$ cat src/rtl/timer_pkg.sv
// Shared definitions for the countdown timer: state encoding and time limits.
package timer_pkg;

  localparam int unsigned STATE_W = 3;
  localparam int unsigned SEC_MAX = 59;

  typedef enum logic [STATE_W-1:0] {
    ST_IDLE  = 3'd0,
    ST_SET   = 3'd1,
    ST_COUNT = 3'd2,
    ST_PAUSE = 3'd3,
    ST_CLEAR = 3'd4,
    ST_DONE  = 3'd5
  } state_t;

endpackage

$ cat src/rtl/tick_prescaler.sv
// Divides clk down to a one-cycle tick every TICK_DIV enabled cycles.
// Holds its count while disabled; synchronous clear has priority over enable.
module tick_prescaler #(
  parameter int unsigned TICK_DIV = 50_000_000
) (
  input  logic clk,
  input  logic rst_n,
  input  logic en,
  input  logic clr,
  output logic tick
);

  localparam int unsigned CNT_W = (TICK_DIV > 1) ? $clog2(TICK_DIV) : 1;
  localparam logic [CNT_W-1:0] CNT_LAST = CNT_W'(TICK_DIV - 1);

  logic [CNT_W-1:0] cnt_q;

  assign tick = en && !clr && (cnt_q == CNT_LAST);

  // Count 0..TICK_DIV-1 while enabled, wrapping on tick.
  always_ff @(posedge clk or negedge rst_n) begin
    if (!rst_n) begin
      cnt_q <= '0;
    end else if (clr) begin
      cnt_q <= '0;
    end else if (en) begin
      cnt_q <= tick ? '0 : cnt_q + 1'b1;
    end
  end

endmodule

$ cat src/rtl/countdown_timer_ctrl.sv
// MM:SS countdown timer: button edge detection, control FSM, time registers
// and tick prescaler. Define TIMER_AUTO_RELOAD_EN to make start in DONE
// reload the last started preset and resume counting.
module countdown_timer_ctrl
  import timer_pkg::*;
#(
  parameter int unsigned TICK_DIV = 50_000_000,
  parameter int unsigned MIN_W    = 7,
  parameter int unsigned MAX_MIN  = 99
) (
  input  logic             clk,
  input  logic             rst_n,
  input  logic             start,
  input  logic             stop,
  input  logic             clear,
  input  logic             inc_sec,
  input  logic             inc_min,
  output logic [5:0]       sec,
  output logic [MIN_W-1:0] min,
  output logic [2:0]       state,
  output logic             running,
  output logic             finished,
  output logic             done_pulse
);

  localparam logic [5:0]       SEC_LAST = 6'(SEC_MAX);
  localparam logic [MIN_W-1:0] MIN_LAST = MIN_W'(MAX_MIN);

  state_t           state_q, state_d;
  logic [5:0]       sec_q, sec_d;
  logic [MIN_W-1:0] min_q, min_d;
  logic             done_q, done_d;

  logic [4:0] btn, btn_q, rise;
  logic       clr_rise, start_rise, stop_rise, isec_rise, imin_rise;

  logic             tick;
  logic             time_zero, dec_zero;
  logic [5:0]       sec_inc, sec_dec;
  logic [MIN_W-1:0] min_inc, min_dec;

`ifdef TIMER_AUTO_RELOAD_EN
  logic [5:0]       preset_sec;
  logic [MIN_W-1:0] preset_min;
  logic             preset_load;
`endif

  assign btn        = {clear, start, stop, inc_sec, inc_min};
  assign rise       = btn & ~btn_q;
  assign clr_rise   = rise[4];
  assign start_rise = rise[3];
  assign stop_rise  = rise[2];
  assign isec_rise  = rise[1];
  assign imin_rise  = rise[0];

  // One-cycle history of the debounced buttons for rising-edge detection.
  always_ff @(posedge clk or negedge rst_n) begin
    if (!rst_n) btn_q <= '0;
    else        btn_q <= btn;
  end

  // Prescaler runs only in COUNT, holds in PAUSE, and is zeroed everywhere else
  // so that every entry into COUNT from SET or DONE starts a full second.
  tick_prescaler #(
    .TICK_DIV(TICK_DIV)
  ) u_prescaler (
    .clk  (clk),
    .rst_n(rst_n),
    .en   (state_q == ST_COUNT),
    .clr  (!(state_q == ST_COUNT || state_q == ST_PAUSE)),
    .tick (tick)
  );

  assign time_zero = (sec_q == '0) && (min_q == '0);
  assign dec_zero  = (sec_q == 6'd1) && (min_q == '0);
  assign sec_inc   = (sec_q == SEC_LAST) ? '0 : sec_q + 6'd1;
  assign min_inc   = (min_q == MIN_LAST) ? '0 : min_q + 1'b1;
  assign sec_dec   = (sec_q != '0) ? sec_q - 6'd1 : SEC_LAST;
  assign min_dec   = (sec_q != '0) ? min_q : min_q - 1'b1;

  // Next-state and time update; clear overrides every other event.
  // Reaching 00:00 stays in COUNT for one cycle and moves to DONE on the next,
  // which is why a stop on the final tick is dropped rather than pausing.
  always_comb begin
    state_d = state_q;
    sec_d   = sec_q;
    min_d   = min_q;
    done_d  = 1'b0;
`ifdef TIMER_AUTO_RELOAD_EN
    preset_load = 1'b0;
`endif
    case (state_q)
      ST_IDLE: begin
        if (isec_rise) begin
          state_d = ST_SET;
          sec_d   = sec_inc;
        end else if (imin_rise) begin
          state_d = ST_SET;
          min_d   = min_inc;
        end
      end
      ST_SET: begin
        if (start_rise) begin
          if (!time_zero) begin
            state_d = ST_COUNT;
`ifdef TIMER_AUTO_RELOAD_EN
            preset_load = 1'b1;
`endif
          end
        end else if (isec_rise) begin
          sec_d = sec_inc;
        end else if (imin_rise) begin
          min_d = min_inc;
        end
      end
      ST_COUNT: begin
        if (time_zero) begin
          state_d = ST_DONE;
          done_d  = 1'b1;
        end else if (tick) begin
          sec_d = sec_dec;
          min_d = min_dec;
          if (stop_rise && !dec_zero) state_d = ST_PAUSE;
        end else if (stop_rise) begin
          state_d = ST_PAUSE;
        end
      end
      ST_PAUSE: begin
        if (start_rise) state_d = ST_COUNT;
      end
      ST_DONE: begin
        if (start_rise) begin
`ifdef TIMER_AUTO_RELOAD_EN
          state_d = ST_COUNT;
          sec_d   = preset_sec;
          min_d   = preset_min;
`else
          state_d = ST_IDLE;
          sec_d   = '0;
          min_d   = '0;
`endif
        end
      end
      ST_CLEAR: begin
        state_d = ST_IDLE;
        sec_d   = '0;
        min_d   = '0;
      end
      default: begin
        state_d = ST_IDLE;
        sec_d   = '0;
        min_d   = '0;
      end
    endcase

    if (clr_rise) begin
      state_d = ST_CLEAR;
      sec_d   = '0;
      min_d   = '0;
      done_d  = 1'b0;
`ifdef TIMER_AUTO_RELOAD_EN
      preset_load = 1'b0;
`endif
    end
  end

  // State, time and done-pulse registers.
  always_ff @(posedge clk or negedge rst_n) begin
    if (!rst_n) begin
      state_q <= ST_IDLE;
      sec_q   <= '0;
      min_q   <= '0;
      done_q  <= 1'b0;
    end else begin
      state_q <= state_d;
      sec_q   <= sec_d;
      min_q   <= min_d;
      done_q  <= done_d;
    end
  end

`ifdef TIMER_AUTO_RELOAD_EN
  // Latch the time that was started from SET for reload on expiry.
  always_ff @(posedge clk or negedge rst_n) begin
    if (!rst_n) begin
      preset_sec <= '0;
      preset_min <= '0;
    end else if (preset_load) begin
      preset_sec <= sec_q;
      preset_min <= min_q;
    end
  end
`endif

  assign sec        = sec_q;
  assign min        = min_q;
  assign state      = state_q;
  assign running    = (state_q == ST_COUNT);
  assign finished   = (state_q == ST_DONE);
  assign done_pulse = done_q;

endmodule

$ cat config.mk
export PLATFORM = sky130hd
export DESIGN_NAME = countdown_timer_ctrl
export DESIGN_NICKNAME = d
export VERILOG_FILES = /design/src/rtl/timer_pkg.sv /design/src/rtl/tick_prescaler.sv /design/src/rtl/countdown_timer_ctrl.sv
export SDC_FILE = /design/constraint.sdc
export NUM_CORES = 1
export LEC_CHECK = 0
export BUFFER_PORTS_ARGS = -buffer_cell sky130_fd_sc_hd__buf_2
export CAP_MARGIN = 5
export CELL_PAD_IN_SITES_DETAIL_PLACEMENT = 1
export CELL_PAD_IN_SITES_GLOBAL_PLACEMENT = 2
export CORE_ASPECT_RATIO = 0.6
export CORE_MARGIN = 10
export CORE_UTILIZATION = 37
export DETAILED_ROUTE_END_ITERATION = 6
export PLACE_DENSITY = 0.85
export SYNTH_ARGS = -nofsm -noshare
export SYNTH_HDL_FRONTEND = slang
export SYNTH_SLANG_ARGS = --single-unit
$ cat constraint.sdc
create_clock -name clk -period 2.54 [get_ports clk]
set_clock_uncertainty 0.1 [all_clocks]
set_input_delay 0.127 -clock clk [delete_from_list [all_inputs] [get_ports clk]]
set_output_delay 0.127 -clock clk [all_outputs]
set_load 0.01 [all_outputs]
Word level (Yosys, flattened, before mapping):

Index checks and enable logic that the tools add are counted.

* register bits: 48
* latch bits: 0
* memory bits (writable): 0
* memory bits (read-only): 0
* input bits: 7
* output and inout bits: 19
* logic and storage cells: 85
* memories kept: 0

* $add $sub $neg: 5
* multipliers: 0
* divide/modulo/power cells: 0
* $lt $le $gt $ge: 0
* eq/ne operators: 21
* shifts and indexed selects: 0
* muxes and demuxes: 37
* bitwise operators: 2
* reductions and logical operators: 14

Operator list (number)
* 26-bit 2-to-1 mux: 3
* 7-bit 2-to-1 mux: 9
* 6-bit 2-to-1 mux: 8
* 7-bit case mux with 5 select lines: 1
* 3-bit 2-to-1 mux: 11
* 6-bit case mux with 5 select lines: 1
* 26-bit by 1-bit adder with 26-bit output, second input constant: 1
* 26-bit == test, second input constant: 1
* 3-bit inequality test, second input constant: 7
* 3-bit case mux with 5 select lines: 1
* 5-bit inequality test, second input constant: 2
* 7-bit by 1-bit adder with 7-bit output, second input constant: 1
* 7-bit == test, second input constant: 1
* 7-bit zero test: 1
* 7-bit AND reduction: 1
* 7-bit by 1-bit subtractor with 7-bit output, second input constant: 1
* 6-bit by 1-bit adder with 6-bit output, second input constant: 1
* 3-bit by 2-bit == test with 1-bit output, second input constant: 2
* 6-bit by 1-bit == test with 1-bit output, second input constant: 1
* 6-bit == test, second input constant: 1
* 6-bit zero test: 1
* 6-bit AND reduction: 1
* 6-bit nonzero test: 1
* 6-bit by 1-bit subtractor with 6-bit output, second input constant: 1
* other kinds (14): 20

Longest topological paths before layout:

* word-level depth: 9
* mapped depth: 9
* gate-level depth less buffers: 8

By module:

A second synthesis with hierarchy kept.

* cells, all modules: 406
* area, all modules: 3458.3 um^2

By module, submodules not included
* tick_prescaler: instances 1, cells an instance 197, area an instance 1767.9 um^2, sequential area each 650.6 um^2
* countdown_timer_ctrl: instances 1, cells an instance 209, area an instance 1690.4 um^2, sequential area each 550.5 um^2

Worst setup path before layout:

No wires, ideal clock.

* path kind: register to register
* start: reg sec_q[1] (netlist: sec[1])
* end: reg sec_q[2] (netlist: sec[2])
* setup time: 123 ps
* data arrival time: 2079 ps
* required time: 2317 ps
* setup slack: 238 ps
* cell stages (with the launch flop): 10
* path buffers: 1
* period minus slack after synthesis: 2302 ps
* cells stage by stage: dfrtp_1 -> inv_1 -> ha_1 -> nor3b_1 -> nand4_1 -> and4_1 -> o21ai_1 -> buf_2 -> nor2_1 -> o221a_2

* longest elaborated chain between the ends: 6
* elaborated cells on any way between the ends: 16
* those cells by class: 2 x add/sub; 2 x eq/ne; 8 x mux; 4 x reduce/logical

Ends and longest elaborated chain
* start, declared: line countdown_timer_ctrl.sv:30 `logic [5:0] sec_q, sec_d;`
* start signal, assigned: line countdown_timer_ctrl.sv:171 `sec_q <= '0;`
* start signal, assigned: line countdown_timer_ctrl.sv:176 `sec_q <= sec_d;`
* 6-bit by 1-bit subtractor with 6-bit output, or another cell as far along: line countdown_timer_ctrl.sv:78 `assign sec_dec = (sec_q != '0) ? sec_q - 6'd1 : SEC_LAST;`
* 6-bit 2-to-1 mux (on tied branches): line countdown_timer_ctrl.sv:78, countdown_timer_ctrl.sv:76
* 6-bit 2-to-1 mux (on tied branches): line countdown_timer_ctrl.sv:120, countdown_timer_ctrl.sv:94, countdown_timer_ctrl.sv:110
* 6-bit 2-to-1 mux (on tied branches): line countdown_timer_ctrl.sv:117, countdown_timer_ctrl.sv:103
* 6-bit case mux with 5 select lines: line countdown_timer_ctrl.sv:92 `case (state_q)`
* 6-bit 2-to-1 mux: line countdown_timer_ctrl.sv:156 `if (clr_rise) begin`

Several ways; a longest one is shown, not always the timed one. The select of a mux whose other input is x is not followed.
A chain may end at the register's enable or synchronous reset.

Worst setup path after layout:

* start: reg u_prescaler.cnt_q[9]
* end: reg sec_q[4] (netlist: sec[4])

* longest elaborated chain between the ends: 4

Ends and longest elaborated chain
* start, declared: line tick_prescaler.sv:16 `logic [CNT_W-1:0] cnt_q;`
* start signal, assigned: line tick_prescaler.sv:27 `cnt_q <= tick ? '0 : cnt_q + 1'b1;`
* 26-bit == test: line tick_prescaler.sv:18 `assign tick = en && !clr && (cnt_q == CNT_LAST);`
* 1-bit logical AND: line tick_prescaler.sv:18
* 3-bit inequality test (no line)
* 5-bit AND reduction (no line)

Every way passes these cells.

==> results.py <==
metrics = {
    "status": {
        "status": "finished clean",
    },
    "power_and_ir_drop": {
        "swShare_pct": 40.56,
        "p_clk_share_pct": 23.1,
        "power.internal_mw": 1.800,
        "powerDensity_nw_per_um2": 849.2,
        "p_sw_mw": 1.229,
        "p_comb_share_pct": 46.3,
        "p_seq_share_pct": 30.6,
        "peakVddDrop_mv": 0.3177,
        "total_leakage_power_nw": 1.539,
        "total_power_mw": 3.029,
    },
    "drt": {
        "ant_nets": 0,
        "dr.pass1.iters": 4,
        "drt-initial-drc-count": 232,
        "routed_wl_mm": 9.076,
        "avgRoutedWirePerCell_um": 18.30,
        "vias": 2808,
        "viasPerCell": 5.661,
        "route.detailed.drc": 0,
    },
    "run": {
        "maxCapViolCount": 0,
    },
    "worst_setup_path": {
        "crit_type": "reg2reg",
        "startpoint": "u_prescaler.cnt_q[9]",
        "reg2reg_from": "u_prescaler.cnt_q[9]",
        "cp-end-kind": "flop",
        "cp_cell_sequence": "or4_1 > nor3_4 > and4_1 > o21ai_1 > buf_4 > or3_1 > a21oi_1",
        "cpPeakStageDelay_ps": 560,
        "crit_path_top_delay_cell": "or4_1",
        "critPathRequiredTime_ps": 2670,
        "crit_fanout": 11,
        "critPathTopFamily": "simple AND/OR/NAND/NOR gates",
        "crit_buf_inv": 1,
        "start_kind": "flop",
        "critical_path_arrival_ps": 2480,
    },
    "timing": {
        "tightestPinTransition_ps": 580.5,
        "finalSetupTns_ps": 0,
        "setup_slack_ps": 189.8,
        "post-route-period-util_pct": 92.53,
        "slew_violations": 0,
        "finalCriticalPeriod_ps": 2350,
        "finalHoldViolCount": 0,
        "setup_violations": 0,
        "maxSlewHeadroom_pct": 61.30,
        "rsz0062_at_grt": "false",
        "max_freq_mhz": 425.5,
    },
    "finish": {
        "layout-area-overhead-vs-synth_pct": 20.55,
        "drive_gt1_share_pct": 19.33,
        "num_antenna_cells": 0,
        "nNetsFinal": 401,
        "mostFrequentLayoutCells": "48 x dfrtp_1, 37 x nor2_1, 28 x buf_4, 27 x nand2_1, 25 x buf_2",
        "final_common_cell": "dfrtp_1",
    },
    "clock_network": {
        "cts_buffers": 5,
        "cts_root_buffer": "clkbuf_16",
        "postCtsSetupRepairBufs": 0,
        "cts.clk_slew.worst_paths_ps": 70,
        "cts_max_level": 2,
        "clock_latency_ps": 300,
        "cts_tree": "built",
        "max-clock-path-buffers": 2,
        "cts.sinks": 48,
    },
    "die": {
        "row_count": 25,
        "initial_core_util_pct": 37.84,
        "core_area_sq_um": 7820,
        "num_io_pins": 26,
        "die-area_sq_um": 12090,
        "fp.dieH_um": 89.27,
        "die_w_um": 135.5,
    },
    "synthesis": {
        "synth_edf_count": 0,
        "synth_area_sq_um": 2959,
        "async_flop_share_pct": 100.0,
        "ys_ff_latch": 48,
        "synth-main-ff-cell": "dfrtp_1",
        "synth.avg_cell_area_sq_um": 8.781,
        "synth_nets": 351,
        "yosys_warnings": 0,
        "syn_inst": 337,
        "seq_area_frac_synth_pct": 40.59,
        "synth_cell_types": 60,
    },
    "placed_design": {
        "port_buffers": 25,
        "globalplace.congestion": 0.8242,
        "dp_hpwl_mm": 6.835,
        "place_ws_ps": 178.8,
    },
    "global_routing": {
        "overflow": 0,
        "grt_max_degree": 24,
        "grt_pass1_wl_mm": 15.12,
        "groute.usage.overall_pct": 15.83,
        "grt_pass1_vias": 2837,
        "antenna_found_initial": 0,
    },
    "worst_hold_path": {
        "hp-class": "in2async",
    },
}
## flip-flops by register name, summed over array words and instances, names as in the netlist
signal,flops
done_pulse,1
sec,6
btn_q,5
state,3
min,7
u_prescaler.cnt_q,26
## final cells by class
class | count | area, sq um
clock inverters | 2 | 10.01
well taps | 108 | 135.1
repair buffers | 59 | 395.4
fillers | 950 | 4253
flip-flops and latches | 48 | 1201
clock buffers | 6 | 138.9
multi-input cells | 263 | 1649
inverters | 10 | 37.54
## logic make-up after synthesis
kind of cell	after synthesis	share of synthesized area (%)
simple gates	148	26.77
buf+inv	26	3.763
xor+xnor	15	4.440
fa+ha+maj	7	2.960
compound gates	92	21.14
flops	48	40.59
mux	1	0.3383
## final timing paths
path,slack [ps],cells after the start,endpoint
min in group clk,380,2,btn_q[1]
min,260,2,min[3]
max in group asynchronous,1420,3,u_prescaler.cnt_q[21]
max reg2reg,190,7,sec[4]
max,190,7,sec[4]
min reg2reg,450,1,u_prescaler.cnt_q[0]
## per-layer routing
metal	track usage (%)	share of wire (%)	up-vias	routed length, um
met5	0	0	-	0
met4	4.377	1.0	0	92
met3	3.479	6.6	7	598
met2	21.94	41	54	3698
met1	23.69	52	1407	4686
li1	-	-	1340	-
## power by group through the flow
stage	Clock [mW]	Combinational [mW]	Sequential [mW]
2_1_floorplan	0	0.777	0.974
3_3_place_gp	0	1.34	0.935
3_5_place_dp	0	1.39	0.941
4_1_cts	0.722	1.40	0.926
5_1_grt	0.753	1.55	0.940
6_report	0.700	1.40	0.926
## through the flow
step,utilization (%),std cells,hold slack [ps],instance area (sq um)
CTS,45.58,496,279.0,3565
detailed placement,42.91,482,63.73,3356
finish,45.62,496,264.3,3567
global route,45.62,496,307.3,3567
global placement,42.91,482,67.72,3356
floorplan,-,337,-268.6,2959
## worst register-to-register path: stages, from the launching register on
cell	delay, ps
dfrtp_1	420
or4_1	570
nor3_4	260
and4_1	220
o21ai_1	60
buf_4	180
or3_1	340
a21oi_1	130
## timing repair
item	CTS	global route
hold buffers	6	0
endpoints found under the hold margin	26	0
endpoints found under the setup margin	0	3
resized for setup	0	1
## cells in the mapped netlist (7+ instances only)
| cell type | number | area share, % |
|---|---|---|
| a21oi_1 | 22 | 3.7 |
| and3_1 | 10 | 2.1 |
| clkbuf_1 | 8 | 1.0 |
| dfrtp_1 | 48 | 41 |
| ha_1 | 7 | 3.0 |
| inv_1 | 9 | 1.1 |
| nand2_1 | 27 | 3.4 |
| nand3_1 | 14 | 2.4 |
| nand4_1 | 12 | 2.5 |
| nor2_1 | 37 | 4.7 |
| nor3_1 | 10 | 1.7 |
| o21ai_0 | 19 | 3.2 |
| xor2_1 | 10 | 3.0 |
Note: power is estimated with default switching activity, not from simulation.
